<file path="config.mk">
export PLATFORM = sky130hd
export DESIGN_NAME = vga_sync_rgb
export DESIGN_NICKNAME = d
export VERILOG_FILES = /design/src/rtl/vga_sync_rgb.sv
export SDC_FILE = /design/constraint.sdc
export NUM_CORES = 1
export LEC_CHECK = 0
export CAP_MARGIN = 10
export CORE_MARGIN = 2
export CORE_UTILIZATION = 30
export DETAILED_ROUTE_END_ITERATION = 8
export GPL_ROUTABILITY_DRIVEN = 0
export HOLD_SLACK_MARGIN = 0.06
export PLACE_DENSITY = 0.62
export SYNTH_ARGS = -nofsm -noshare
export SYNTH_HDL_FRONTEND = slang
export SYNTH_SLANG_ARGS = --single-unit
</file>
<file path="constraint.sdc">
create_clock -name clk -period 1.95 [get_ports clk]
set_clock_uncertainty 0.15 [all_clocks]
set_input_delay 0.195 -clock clk [delete_from_list [all_inputs] [get_ports clk]]
set_output_delay 0.195 -clock clk [all_outputs]
set_load 0.01 [all_outputs]
</file>
<file path="src/rtl/vga_sync_rgb.sv">
// VGA pixel-timing and output stage: free-running h/v counters, sync generation
// and a registered RGB path that is blanked outside the visible area.
module vga_sync_rgb #(
    parameter int   H_ACTIVE = 640,
    parameter int   H_FP     = 16,
    parameter int   H_SYNC   = 96,
    parameter int   H_BP     = 48,
    parameter int   V_ACTIVE = 480,
    parameter int   V_FP     = 10,
    parameter int   V_SYNC   = 2,
    parameter int   V_BP     = 33,
    parameter logic SYNC_POL = 1'b0,
    parameter int   CNT_W    = 10
) (
    input  logic             clk,
    input  logic             rst_n,
    input  logic             pix_en,
    input  logic [7:0]       R_in,
    input  logic [7:0]       G_in,
    input  logic [7:0]       B_in,
    output logic [7:0]       R_out,
    output logic [7:0]       G_out,
    output logic [7:0]       B_out,
    output logic             hsync,
    output logic             vsync,
    output logic             video_on,
    output logic [CNT_W-1:0] pixel_x,
    output logic [CNT_W-1:0] pixel_y,
    output logic             frame_start
);
    localparam int H_TOTAL = H_ACTIVE + H_FP + H_SYNC + H_BP;
    localparam int V_TOTAL = V_ACTIVE + V_FP + V_SYNC + V_BP;

    localparam logic [CNT_W-1:0] H_LAST   = CNT_W'(H_TOTAL - 1);
    localparam logic [CNT_W-1:0] V_LAST   = CNT_W'(V_TOTAL - 1);
    localparam logic [CNT_W-1:0] H_VIS    = CNT_W'(H_ACTIVE);
    localparam logic [CNT_W-1:0] V_VIS    = CNT_W'(V_ACTIVE);
    localparam logic [CNT_W-1:0] HS_START = CNT_W'(H_ACTIVE + H_FP);
    localparam logic [CNT_W-1:0] HS_END   = CNT_W'(H_ACTIVE + H_FP + H_SYNC);
    localparam logic [CNT_W-1:0] VS_START = CNT_W'(V_ACTIVE + V_FP);
    localparam logic [CNT_W-1:0] VS_END   = CNT_W'(V_ACTIVE + V_FP + V_SYNC);
    localparam logic [CNT_W-1:0] CNT_ONE  = CNT_W'(1);

    // Everything presented on the pins for one pixel, kept together so it stays aligned.
    typedef struct packed {
        logic [7:0]       r;
        logic [7:0]       g;
        logic [7:0]       b;
        logic             hsync;
        logic             vsync;
        logic             video_on;
        logic [CNT_W-1:0] x;
        logic [CNT_W-1:0] y;
    } pix_out_t;

    localparam pix_out_t OUT_RESET = '{
        r:        8'h00,
        g:        8'h00,
        b:        8'h00,
        hsync:    ~SYNC_POL,
        vsync:    ~SYNC_POL,
        video_on: 1'b0,
        x:        '0,
        y:        '0
    };

    logic [CNT_W-1:0] h_cnt_q, h_cnt_d;
    logic [CNT_W-1:0] v_cnt_q, v_cnt_d;
    pix_out_t         out_q, out_d;
    logic             frame_start_q, frame_start_d;
    logic             h_last, v_last, visible;

    assign h_last  = (h_cnt_q == H_LAST);
    assign v_last  = (v_cnt_q == V_LAST);
    assign visible = (h_cnt_q < H_VIS) && (v_cnt_q < V_VIS);

    always_comb begin
        // NOTE: every signal written here gets a default first, so no path leaves it unassigned (no latch).
        h_cnt_d = h_cnt_q;
        v_cnt_d = v_cnt_q;
        if (pix_en) begin
            if (h_last) begin
                h_cnt_d = '0;
                v_cnt_d = v_last ? '0 : v_cnt_q + CNT_ONE;
            end else begin
                h_cnt_d = h_cnt_q + CNT_ONE;
            end
        end
    end

    // Outputs are derived from the pre-increment counts, giving one enable of latency.
    always_comb begin
        out_d          = OUT_RESET;
        out_d.x        = h_cnt_q;
        out_d.y        = v_cnt_q;
        out_d.video_on = visible;
        out_d.hsync    = (h_cnt_q >= HS_START && h_cnt_q < HS_END) ? SYNC_POL : ~SYNC_POL;
        out_d.vsync    = (v_cnt_q >= VS_START && v_cnt_q < VS_END) ? SYNC_POL : ~SYNC_POL;
        out_d.r        = visible ? R_in : 8'h00;
        out_d.g        = visible ? G_in : 8'h00;
        out_d.b        = visible ? B_in : 8'h00;
        frame_start_d  = pix_en && (h_cnt_q == '0) && (v_cnt_q == '0);
    end

    always_ff @(posedge clk) begin
        // NOTE: state registers use non-blocking assignments so all of them update from the same pre-edge values.
        if (!rst_n) begin
            h_cnt_q       <= '0;
            v_cnt_q       <= '0;
            out_q         <= OUT_RESET;
            frame_start_q <= 1'b0;
        end else begin
            h_cnt_q <= h_cnt_d;
            v_cnt_q <= v_cnt_d;
            if (pix_en) begin
                out_q <= out_d;
            end
            // Not gated by pix_en: the marker must drop after one clk whatever the enable duty.
            frame_start_q <= frame_start_d;
        end
    end

    assign R_out       = out_q.r;
    assign G_out       = out_q.g;
    assign B_out       = out_q.b;
    assign hsync       = out_q.hsync;
    assign vsync       = out_q.vsync;
    assign video_on    = out_q.video_on;
    assign pixel_x     = out_q.x;
    assign pixel_y     = out_q.y;
    assign frame_start = frame_start_q;

endmodule

</file>
==> impl_results.md <==
* Outcome: finished clean
* Post-Synthesis Cells at 303
* Max clock buf depth at 2
* ANT cells at 0
* Die Area at between 0.01 and 0.015 sq mm
* Period minus WS final at between 1500 and 2000 ps
* Synthesized area per cell at just over 9 sq um
* Switch Pwr at between 0.0006 and 0.0007 W
* Detailed-route wire length per cell at 13.7 um
* Root Buffer Master: clkbuf_8
* Sequential power share at 0.516
* Synthesized area at 0.00277 sq mm
* Leakage power at 1.55 nW
* Total power at about 0.0028 W
* Via-to-Cell Ratio at about 4.8
* Max Fclk at approximately 0.56 GHz
* H-tree depth at 3
* Worst-Skew Late Latency at 350 ps
* Mux cell area share after synthesis at 0.0794
* Final setup fails at 0
* Switch share at 0.246
* CTS sink cnt at 68
* Routed wire length at about 7 mm
* Post-synthesis cell type count at 44
* Slew @ Worst Pin at around 420 ps
* Post-CTS setup buffer count at 0
* Setup TNS at 0 ps
* Design area at around 0.0040 sq mm
* Initial antenna violation count at 0
* Final Cycle Share at 0.914
* Post-Synth Simple-Gate Area at 0.215
* PostCTS Resize Cnt at 0
* # port buffers at 74
* DR pass1 iterations at 4
* Die W at between 100 and 150 um
* Post-Synth XOR/XNOR Area at 0.0253
* Synth Area in Compound Gates at 0.123
* # rows at 35
* CTS tree: yes
* Synth Area in Adders at 0.0181
* Fillers at a little over 900
* PwrDens at about 700 mW/mm^2
* Pint at roughly 0.0021 W
* Clock-pin slew on the worst setup and hold paths at about 80 ps
* WP data required at roughly 2100 ps
* DR iter-0 viols at between 100 and 150
* VDD IR-drop max at 0.000359 V
* Die span in y at 100 um
* Fraction of layout cells with a size suffix above 1 at 0.131
* Area post-placement at approximately 0.0038 sq mm
* CP Max Fanout at 5
* Critical Path Sink Type: flip-flop
* Post-route antenna net violation count at 0
* Setup repair after global routing missed its margin: false
* Synth top area share at 0.491
* Core Area at 0.00911 sq mm
* IO Pins at 75
* Number of synthesis warnings at 0
* Vias in the first global route at 2465
* Final Hold Fails at 0
* Synth top area cells: dfxtp_1, nor2_1, mux2i_1
* Combinational power share at 0.105
* Min-delay worst type: in -> reg
* GRT overflow at 0
* Maxcap violations at 0
* Via Count at roughly 2400
* Initial Util at 0.304
* Clock power frac at 0.379
* Setup ws final at approximately 170 ps
* Post-synth top area cell: dfxtp_1
* Combined area of the multi-input logic cells at between 0.001 and 0.0015 sq mm
* Crit path kind: reg -> reg
* Nets at 423
* Syn_nets at roughly 330
* Worst Path Arrival at around 1900 ps
* Critical path launch point type: flip-flop
* # DRC at 0
* Hpwl dp at 5.04 mm
* Largest net degree at the start of global routing at roughly 40
* First-pass GRT wire length at between 10 and 15 mm
* Final Max Slew Viols at 0
* Place WS at -40.5 ps
* GR Util All Layers at 0.150
* Flip-flop and latch area at 0.00136 sq mm
* Largest family of logic cells by synthesized area: simple AND/OR/NAND/NOR gates
* FF+latch count, synth at 68
* Sequential-to-total area share from yosys stat at 0.491
* Hold_ws at 313 ps
* CTS Hold Buffers Added at 0
* Area added between synthesis and finish at 42.7%
* Max_slew headroom at 0.717
* CTS Buf Count at 9
-- critical path, stage by stage, from the launching register on --
cell     delay (ps)
dfxtp_1         330
ha_1            250
nand4_1         190
nor4_4          300
or3b_1          370
a21oi_1         140
-- synth_stat cells (all sizes together) --
master   n
o211ai   2
nor2b    1
inv      8
o2bb2a   1
nor4     5
nor2    59
nand4b   1
o21ai    5
and3     5
nor3     3
xor2     5
or3b     1
a32oi    1
a41oi    1
or3      2
nor4b    1
nand2   17
nand4   10
or4      1
buf      6
a22oi   24
o32ai    1
a21oi    6
nand3b   1
nand3    9
clkbuf  19
xnor2    3
o31ai    5
ha       4
dfxtp   68
and3b    1
and4     3
mux2i   22
a21boi   1
a31o     1
-- sequential cells by signal, indices dropped and copies added, names as in the netlist --
name,flops
frame_start,1
pixel_y,10
G_out,8
video_on,1
pixel_x,10
v_cnt_q,10
hsync,1
vsync,1
R_out,8
h_cnt_q,10
B_out,8
-- final timing paths --
kind,start,to,slack (ps),depth (start not counted)
hold / removal,B_in[7],B_out[7],310,3
hold reg to reg,v_cnt_q[1],v_cnt_q[1],350,2
setup / recovery,h_cnt_q[0],v_cnt_q[9],170,5
setup reg to reg,h_cnt_q[0],v_cnt_q[9],170,5
-- metrics by stage --
| step | std cells | utilization |
|---|---|---|
| after global placement | 492 | 0.415 |
| after detailed placement | 492 | 0.415 |
| final | 508 | 0.434 |
| after CTS | 508 | 0.434 |
| after floorplan | 303 | - |
| after global routing | 508 | 0.434 |
-- layout make-up --
| cell class | count | area share |
|---|---|---|
| timing repair buffer | 103 | 0.245 |
| tap | 111 | 0.0351 |
| sequential | 68 | 0.344 |
| clock inverter | 3 | 0.00537 |
| inverter | 8 | 0.00759 |
| clock buffer | 13 | 0.0402 |
| multi-input combinational | 202 | 0.322 |
-- cell families after synthesis --
| group | after synthesis |
|---|---|
| fa+ha+maj | 4 |
| buf+inv | 33 |
| flops | 68 |
| mux | 22 |
| simple gates | 120 |
| xor+xnor | 8 |
| compound gates | 48 |
-- cells in the final DEF (no fill, tap or decap), drive strengths merged, types with 2 or more instances in the layout --
| master | instances |
|---|---|
| clkdlybuf4s50 | 74 |
| dfxtp | 68 |
| nor2 | 59 |
| buf | 29 |
| a22oi | 24 |
| mux2i | 22 |
| nand2 | 17 |
| clkbuf | 13 |
| nand4 | 10 |
| nand3 | 9 |
| inv | 8 |
| a21oi | 6 |
| xor2 | 5 |
| o31ai | 5 |
| and3 | 5 |
| o21ai | 5 |
| nor4 | 5 |
| ha | 4 |
| nor3 | 3 |
| xnor2 | 3 |
| and4 | 3 |
| o211ai | 2 |
| or3 | 2 |
| clkinv | 2 |
-- power groups by stage --
| stage | clock network (W) | registers (W) | logic (W) |
|---|---|---|---|
| 2_1_floorplan | 0 | 0.00150 | 0.000113 |
| 3_3_place_gp | 0 | 0.00148 | 0.000295 |
| 4_1_cts | 0.00111 | 0.00145 | 0.000299 |
| 5_1_grt | 0.00117 | 0.00146 | 0.000326 |
| 3_5_place_dp | 0 | 0.00149 | 0.000297 |
| 6_report | 0.00107 | 0.00145 | 0.000295 |
-- per-layer routing --
| metal | track usage | vias to the layer above | wire, um |
|---|---|---|---|
| li1 | - | 1243 | - |
| met1 | 0.191 | 1122 | 3150 |
| met2 | 0.231 | 62 | 3180 |
| met3 | 0.0446 | 11 | 499 |
| met4 | 0.0727 | 0 | 148 |
| met5 | 0 | - | 0 |
Power figures use the tool's default switching activity.
